[config.mk]
export PLATFORM = sky130hd
export DESIGN_NAME = audio_sample_pump_flat
export DESIGN_NICKNAME = d
export VERILOG_FILES = /design/src/rtl/audio_pkg.sv /design/src/rtl/audio_sample_pump_if.sv /design/src/rtl/audio_phase_acc.sv /design/src/rtl/audio_sample_pump.sv /design/src/flat_wrapper.sv
export SDC_FILE = /design/constraint.sdc
export NUM_CORES = 1
export LEC_CHECK = 0
export CELL_PAD_IN_SITES_DETAIL_PLACEMENT = 0
export CELL_PAD_IN_SITES_GLOBAL_PLACEMENT = 1
export CORE_UTILIZATION = 38
export DETAILED_ROUTE_END_ITERATION = 10
export GPL_TIMING_DRIVEN = 0
export PLACE_DENSITY = 0.87
export SYNTH_ARGS = -nofsm -noshare
export SYNTH_HDL_FRONTEND = slang
export SYNTH_SLANG_ARGS = --single-unit
[constraint.sdc]
create_clock -name clk_pixel -period 4 [get_ports clk_pixel]
set_clock_uncertainty 0.1 [all_clocks]
set_input_delay 0.6 -clock clk_pixel [delete_from_list [all_inputs] [get_ports clk_pixel]]
set_output_delay 0.6 -clock clk_pixel [all_outputs]
set_load 0.05 [all_outputs]
[src/rtl/audio_pkg.sv]
// Shared types and default rates for the audio sample pump.
package audio_pkg;

  // Element [1] is the right channel, element [0] the left.
  typedef logic [1:0][15:0] stereo_sample_t;

  typedef enum logic [1:0] {
    ST_IDLE,
    ST_READ,
    ST_CAPTURE
  } pump_state_t;

  localparam int PHASE_INC_48K  = 48000;
  localparam int PHASE_MOD_720P = 74250000;

  function automatic logic [15:0] sat_inc16(input logic [15:0] value);
    return (value == 16'hFFFF) ? value : value + 16'd1;
  endfunction

endpackage

[src/rtl/audio_sample_pump_if.sv]
// Read-side FIFO bus between the sample pump (master) and the sample FIFO (slave).
interface audio_sample_pump_if;
  logic [31:0] fifo_q;
  logic        fifo_empty;
  logic        fifo_rd_en;

  modport master (input fifo_q, input fifo_empty, output fifo_rd_en);
  modport slave  (output fifo_q, output fifo_empty, input fifo_rd_en);
endinterface

[src/rtl/audio_phase_acc.sv]
// Fractional phase accumulator: one tick per audio sample period and a ~50% duty clk_audio.
module audio_phase_acc #(
  parameter int PHASE_INC = 48000,
  parameter int PHASE_MOD = 74250000,
  parameter int ACC_W     = 27
) (
  input  logic clk_pixel,
  input  logic reset,
  output logic tick,
  output logic clk_audio
);
  // ACC_W is sized so acc + PHASE_INC never overflows, so no carry bit is needed.
  localparam logic [ACC_W-1:0] INC_V  = ACC_W'(PHASE_INC);
  localparam logic [ACC_W-1:0] MOD_V  = ACC_W'(PHASE_MOD);
  localparam logic [ACC_W-1:0] HALF_V = ACC_W'(PHASE_MOD / 2);

  logic [ACC_W-1:0] acc;
  logic [ACC_W-1:0] nxt;

  assign nxt  = acc + INC_V;
  assign tick = (nxt >= MOD_V);

  always_ff @(posedge clk_pixel) begin
    if (reset) begin
      acc       <= '0;
      clk_audio <= 1'b0;
    end else begin
      acc       <= tick ? (nxt - MOD_V) : nxt;
      clk_audio <= (acc >= HALF_V);
    end
  end

endmodule

[src/rtl/audio_sample_pump.sv]
// Audio sample pump: paces FIFO pops from the clk_pixel phase accumulator and holds the stereo output.
// Build option AUDIO_UNDERRUN_MUTE_EN: an underrun tick zeroes the output word and strobes it.
module audio_sample_pump
  import audio_pkg::*;
#(
  parameter int PHASE_INC = PHASE_INC_48K,
  parameter int PHASE_MOD = PHASE_MOD_720P,
  parameter int ACC_W     = 27
) (
  input  logic                clk_pixel,
  input  logic                reset,
  input  logic                enable,
  audio_sample_pump_if.master fifo,
  output logic                clk_audio,
  output logic                sample_strobe,
  output stereo_sample_t      audio_sample_word,
  output logic                underrun,
  output logic [15:0]         underrun_count
);

  logic        tick;
  pump_state_t state;

  audio_phase_acc #(
    .PHASE_INC (PHASE_INC),
    .PHASE_MOD (PHASE_MOD),
    .ACC_W     (ACC_W)
  ) u_phase_acc (
    .clk_pixel (clk_pixel),
    .reset     (reset),
    .tick      (tick),
    .clk_audio (clk_audio)
  );

  // The FIFO presents data the cycle after the pop, so the word is loaded at the end of
  // CAPTURE; a READ already issued always completes its capture even if enable has dropped.
  always_ff @(posedge clk_pixel) begin
    if (reset) begin
      state             <= ST_IDLE;
      fifo.fifo_rd_en   <= 1'b0;
      sample_strobe     <= 1'b0;
      audio_sample_word <= '0;
      underrun          <= 1'b0;
      underrun_count    <= '0;
    end else begin
      fifo.fifo_rd_en <= 1'b0;
      sample_strobe   <= 1'b0;
      underrun        <= 1'b0;

      case (state)
        ST_IDLE: begin
          if (!enable) begin
            audio_sample_word <= '0;
          end else if (tick) begin
            if (fifo.fifo_empty) begin
              underrun       <= 1'b1;
              underrun_count <= sat_inc16(underrun_count);
`ifdef AUDIO_UNDERRUN_MUTE_EN
              audio_sample_word <= '0;
              sample_strobe     <= 1'b1;
`endif
            end else begin
              state           <= ST_READ;
              fifo.fifo_rd_en <= 1'b1;
            end
          end
        end

        ST_READ: begin
          state <= ST_CAPTURE;
          if (enable && tick) begin
            underrun       <= 1'b1;
            underrun_count <= sat_inc16(underrun_count);
          end
        end

        ST_CAPTURE: begin
          state             <= ST_IDLE;
          audio_sample_word <= stereo_sample_t'(fifo.fifo_q);
          sample_strobe     <= 1'b1;
          if (enable && tick) begin
            underrun       <= 1'b1;
            underrun_count <= sat_inc16(underrun_count);
          end
        end

        default: state <= ST_IDLE;
      endcase
    end
  end

endmodule

[src/flat_wrapper.sv]
// flat-port wrapper written by rule: the top's interface ports become plain ports
module audio_sample_pump_flat import audio_pkg::*;
#(
  parameter int PHASE_INC = PHASE_INC_48K,
  parameter int PHASE_MOD = PHASE_MOD_720P,
  parameter int ACC_W     = 27
)
  (clk_pixel, reset, enable, clk_audio, sample_strobe, audio_sample_word, underrun, underrun_count, fifo_fifo_q, fifo_fifo_empty, fifo_fifo_rd_en);
  audio_sample_pump_if fifo_i ();
  input  logic clk_pixel;
  input  logic reset;
  input  logic enable;
  output logic clk_audio;
  output logic sample_strobe;
  output stereo_sample_t audio_sample_word;
  output logic underrun;
  output logic [15:0] underrun_count;
  input wire logic [$bits(fifo_i.fifo_q)-1:0] fifo_fifo_q;
  input wire logic [$bits(fifo_i.fifo_empty)-1:0] fifo_fifo_empty;
  output wire logic [$bits(fifo_i.fifo_rd_en)-1:0] fifo_fifo_rd_en;
  assign fifo_i.fifo_q = fifo_fifo_q;
  assign fifo_i.fifo_empty = fifo_fifo_empty;
  assign fifo_fifo_rd_en = fifo_i.fifo_rd_en;
  audio_sample_pump #(.PHASE_INC(PHASE_INC), .PHASE_MOD(PHASE_MOD), .ACC_W(ACC_W)) u_core (.clk_pixel(clk_pixel), .reset(reset), .enable(enable), .fifo(fifo_i), .clk_audio(clk_audio), .sample_strobe(sample_strobe), .audio_sample_word(audio_sample_word), .underrun(underrun), .underrun_count(underrun_count));
endmodule
# Yosys cells after proc, flatten, opt, wreduce, memory -nomap -nowiden

Cells that the tools add are included.

Eq/ne operators: 9
$add $sub $neg: 3
Muxes and demuxes: 20
Multiply operators: 0
Div/mod/pow operators: 0
Reduce and logical (&&, ||, !) cells: 9
Bitwise operators: 3
Shifts and indexed selects: 0
Magnitude comparators: 2

Operators with widths:

| kind                   | count |
|---|---|
| $mux 16                | 5 |
| $pmux 32 s2            | 1 |
| $mux 32                | 1 |
| $pmux 16 s2            | 1 |
| $add 27x16->27 const B | 1 |
| $ge 27x26->1 const B   | 1 |
| $ge 27x27->1 const B   | 1 |
| $mux 27                | 1 |
| $sub 27x27->27 const B | 1 |
| $add 16x1->16 const B  | 1 |
| $eq 16x16->1 const B   | 1 |
| $ne 2x2->1 const B     | 4 |
| $mux 1                 | 6 |
| $mux 2                 | 3 |
| $reduce_and 5->1       | 1 |
| $ne 2x1->1 const B     | 2 |
| $pmux 2 s2             | 1 |
| $reduce_bool 2->1      | 2 |
| $reduce_or 4->1        | 1 |
| $not 1->1              | 3 |
| $reduce_and 3->1       | 1 |
| $eq 2x1->1 const B     | 1 |
| $eq 2x2->1 const B     | 1 |
| $logic_not 2->1        | 1 |
| other kinds (4)        | 4 |

Output and inout port bits: 52
Input port bits: 36
Register bits after elaboration: 81
Memory bits (read-only): 0
Memories: 0
Latch bits: 0
RAM bits: 0
Word-level logic and storage cells: 55

# Depth between registers and ports, before layout

Gate-level depths: netlist (run 1).

Word-level depth: 6
Gate-level depth with buffers: 13
Depth with buffers taken out: 11

# Cells and area by module

From an unflattened synthesis (run 1), not the netlist that was laid out.

Cells, all modules: 466
Area total of the unflattened synthesis: 4236.6 sq um

By module, submodules not included:

| module            | area each (sq um) | seq. area each (sq um) | times used | cells an instance |
|---|---|---|---|---|
| audio_sample_pump | 2152.1            | 1061.0                 | 1          | 202 |
| audio_phase_acc   | 2084.5            | 480.5                  | 1          | 264 |

# Worst setup path after synthesis (run 1)

OpenSTA, ideal clock, no wires.

Path type: reg-to-reg
Start: register u_core.u_phase_acc.acc[7]
End: register u_core.u_phase_acc.acc[26]
Setup slack: 593 ps
Buffers on the path: 1
Required time: 3784 ps
Data arrival time: 3191 ps
Period minus slack after synthesis: 3407 ps
Stages on the path, launching flop included: 12
Setup time: 116 ps
Path through: dfxtp_1 > inv_1 > ha_1 > or2b_1 > a21oi_4 > or4_1 > a2111oi_4 > nand4_2 > a31oi_4 > buf_6 > or3b_1 > o211a_1

Word-level cells in the longest chain between the ends: 3
Elaborated cells on any way between the ends: 4
Those cells by class: add/sub: 2; order compare: 1; mux: 1

RTL lines:

| what                                                  | RTL line                                     | source |
|---|---|---|
| start, declared                                       | audio_phase_acc.sv:17                        | `logic [ACC_W-1:0] acc;` |
| start signal, assigned                                | audio_phase_acc.sv:28                        | `acc <= tick ? (nxt - MOD_V) : nxt;` |
| $add 27x16->27 (*)                                    | audio_phase_acc.sv:20                        | `assign nxt = acc + INC_V;` |
| $sub 27x27->27 / $ge 27x27->1 (equally long branches) | audio_phase_acc.sv:28, audio_phase_acc.sv:21 |  |
| $mux 27 (*)                                           | audio_phase_acc.sv:28                        |  |

Mark *: on every way between the ends. The rest lies on a longest branch, timed or not.
A chain may end at the register's enable or synchronous reset.

# Worst setup path in the final report (run 1)

Start: register u_core.u_phase_acc.acc[8]
End: register u_core.u_phase_acc.acc[10]

The elaborated chain is that of the path after synthesis.

==> impl_metrics.csv, run 1 <==
group,metric,value,unit
route,avgRoutedWirePerCell,15.62,um
floorplanning,num_io_pins,88,
setup_path,worst_r2r_endpoint,"u_core.u_phase_acc.acc[10]",
min_path,worstHoldPathType,"flip-flop to flip-flop",
clock_tree,clock_tree_from_tritoncts,"built",
cells_and_area,layout_common_cells,"86 x sky130_fd_sc_hd__clkdlybuf4s50_1, 76 x sky130_fd_sc_hd__dfxtp_1, 51 x sky130_fd_sc_hd__nor2_1, 32 x sky130_fd_sc_hd__a22o_1, 21 x sky130_fd_sc_hd__nand2_1",
synthesis,synth_flop_cell,"sky130_fd_sc_hd__dfxtp_1",
setup_path,ff2ff_path_depth,12,
synthesis,post_synth.cell_area_avg,9.020,um2
global_routing,grt_max_degree,17,
synthesis,number_of_register_bits_inferred_by_synthesis,77,
cells_and_area,drive_above_1_share,0.1067,
floorplanning,chipWidth,105.4,um
clock_tree,cts_buffers,9,
sta,timing.final.crit_share,0.9524,
place,gp_congestion,0.8603,
power_and_ir_drop,power_density,393.5,nW/um2
sta,slew_at_the_pin_closest_to_its_max_slew_limit,0.7981,ns
sta,fin_hold_ws,0.3770,ns
power_and_ir_drop,clock_power_share,0.308,
setup_path,critical_path_required,4.15,ns
min_path,min_from,"u_core.audio_sample_word[1]",
power_and_ir_drop,total_switching_power,735.5,uW
status,status,"finished clean",
power_and_ir_drop,power.leakage,0.001933,uW
cells_and_area,final_area,5314,um2
route,via_count,3764,
route,final_antenna_net_count,0,
setup_path,worst-setup-path-type,"flip-flop to flip-flop",
sta,timing.final.hold_violations,0,
setup_path,worstPathMaxFanout,9,
min_path,min_delay_worst_endpoint,"u_core.audio_sample_word[1]",
power_and_ir_drop,combPwrFrac,0.294,
sta,setup-violations-final,0,
min_path,hold-path-cell-count,1,
setup_path,crit_arrival,3.96,ns
synthesis,ys_types,75,
flow_run,max_cap_violations,0,
sta,clock.fmax,262.5,MHz
floorplanning,row_count,37,
power_and_ir_drop,totalPowerFinal,2091,uW
route,first_pass_iters,6,
clock_tree,cts.htree.levels,3,
global_routing,grt_pass1_wl,17.82,mm
power_and_ir_drop,vdd.ir_drop.worst,0.0001887,V
place,place.detailed.hpwl,7.813,mm
power_and_ir_drop,seq_power_share,0.398,
global_routing,via_count_of_the_first_global_routing_pass,3680,
clock_tree,maximum_buffer_depth_of_the_clock_tree,2,
sta,maxSlewViolCount,0,
setup_path,cp_slowest_cell,"sky130_fd_sc_hd__or4_1",
place,placed_cell_area,5090,um2
clock_tree,clkLatencyLatePin,0.36,ns
floorplanning,die_area,11100,um2
power_and_ir_drop,power_report.internal_total,1355,uW
setup_path,ff2ff_setup_slack,0.19,ns
clock_tree,ctsHoldBuffers,0,
setup_path,buffers_inverters_on_critical_path,2,
cells_and_area,multi_input_area,2359,um2
route,routed_wl,10.76,mm
synthesis,yosysWarnings,0,
floorplanning,initial_utilization,0.3932,
global_routing,grtUsageTotal,0.1986,
synthesis,synth-seq-area-share,0.3798,
global_routing,antenna_violations_before_repair,0,
cells_and_area,count_of_antenna_diodes_in_the_layout,0,
cells_and_area,fillers,952,
sta,worst_slew_margin_rel,0.4635,
sta,layout_min_cycle_time,3.810,ns
cells_and_area,utilization,0.5147,
setup_path,cp_cell_instances,"inv_1 -> ha_1 -> or2b_1 -> a21oi_4 -> or4_1 -> a2111oi_4 -> nand4_2 -> a31oi_4 -> buf_4 -> nand2b_1 -> o32ai_1 -> mux2_2",
cells_and_area,area_occupied_by_registers,1543,um2
clock_tree,ctsRootBufferMaster,"sky130_fd_sc_hd__clkbuf_8",
cells_and_area,final_net_count,593,
floorplanning,placeableCoreArea,10320,um2
cells_and_area,syn_to_final_growth,30.92,%
power_and_ir_drop,power.switching_fraction,0.3518,
setup_path,critPathLaunchType,"flip-flop",
route,dr.first_iter.drc_count,227,
synthesis,synthCells,450,
clock_tree,tritoncts_num_sinks,77,
route,avgViaCountPerCell,5.463,
setup_path,path_delay_family,"simple AND/OR/NAND/NOR gates",
setup_path,worst_setup_path_end_kind,"flip-flop",
synthesis,asyncSetResetFlopFracSynth,0,
synthesis,post_synth_instance_area,4059,um2
place,io_buffer_count,86,
synthesis,synth_edf_count,0,
route,drt_drc_violations_left,0,
clock_tree,cts.reportedPaths.clkPinSlew,0.09,ns
setup_path,critical_path.max_stage_delay,0.55,ns
global_routing,grt-ovfl-total,0,
cells_and_area,most_common_cell_after_layout_fill_and_taps_aside,"sky130_fd_sc_hd__clkdlybuf4s50_1",
setup_path,critical_path.reg2reg.startpoint,"u_core.u_phase_acc.acc[8]",
floorplanning,die_h,105.4,um
synthesis,synthesis.nets,495,
power by group through the flow:
stage | Sequential, uW | Clock [uW] | Combinational (uW)
CTS | 831 | 658 | 606
floorplan | 839 | 0 | 455
finish | 831 | 644 | 615
global placement | 848 | 0 | 592
detailed placement | 849 | 0 | 602
global route | 836 | 693 | 667
worst max path at each step:
stage,from,endpoint,cells past startpoint
3_5_place_dp,u_core.u_phase_acc.acc[7],u_core.underrun,12
4_1_cts,u_core.u_phase_acc.acc[8],u_core.underrun,12
2_1_floorplan,u_core.u_phase_acc.acc[7],u_core.u_phase_acc.acc[26],11
5_1_grt,u_core.u_phase_acc.acc[8],u_core.underrun,12
3_3_place_gp,u_core.u_phase_acc.acc[7],u_core.u_phase_acc.acc[11],13
6_report,u_core.u_phase_acc.acc[8],u_core.u_phase_acc.acc[10],12
cell families (layout without fill, tap and decap cells):
family	after synthesis	count (layout)	synth area share
buf+inv	36	139	0.04007
simple gates	177	177	0.2398
flops	77	77	0.3798
xor+xnor	33	33	0.07121
compound gates	110	110	0.2207
mux	8	8	0.02065
fa+ha+maj	9	9	0.02774
registers in the layout, summed over array words and instances, names as in the netlist:
register and flops:
u_core.audio_sample_word 32, u_core.u_phase_acc.acc 23, u_core.underrun_count 16, u_core.state 2
u_core.fifo.fifo_rd_en 1, u_core.sample_strobe 1, u_core.u_phase_acc.clk_audio 1, u_core.underrun 1
synthesized netlist by cell type, drive strengths merged, types with 8 or more instances:
cell	n	area (um2)
a21oi	17	96.35
a22o	32	280.3
buf	10	65.06
clkbuf	16	60.06
dfxtp	77	1541
ha	9	112.6
inv	10	37.53
nand2	22	85.09
nand3	20	105.1
nand4	8	56.30
nor2	51	191.4
nor2b	8	50.05
nor3	13	70.07
o21ai	14	73.82
or3	10	62.56
xnor2	15	131.4
xor2	18	157.7
metal layers:
layer | track usage | routed length (um)
met3 | 0.04886 | 540
met1 | 0.2565 | 5064
met5 | 0 | 0
met2 | 0.3181 | 4972
met4 | 0.07545 | 186
stage by stage:
stage	std cells	setup slack, ns	TNS [ns]
floorplan	450	0.5925	0
global placement	672	0.1263	0
detailed placement	672	0.02372	0
CTS	688	0.09113	0
global route	689	-0.0006164	-0.0006164
finish	689	0.1902	0
cell type report:
type,instances,share of cell area
Clock inverter,7,0.01648
Clock buffer,9,0.02331
Sequential cell,77,0.2903
Buffer,26,0.02355
Timing Repair Buffer,87,0.1634
Multi-Input combinational cell,337,0.4438
Tap cell,136,0.03202
Inverter,10,0.007064
what timing repair did:
action | in CTS | in global routing
buffers inserted | 0 | 1
gates resized for setup | 1 | 1
cloned | 0 | 0
endpoints found under the setup margin | 1 | 9
pin swaps | 0 | 1
Note: power is estimated with default switching activity, not from simulation.
==> inputs of run 2 (changes only) <==
Settings changed: CTS_CLUSTER_SIZE set to 16.
==> results of run 2 <==
Final layout, timing and power as in run 1 (identical DEF).
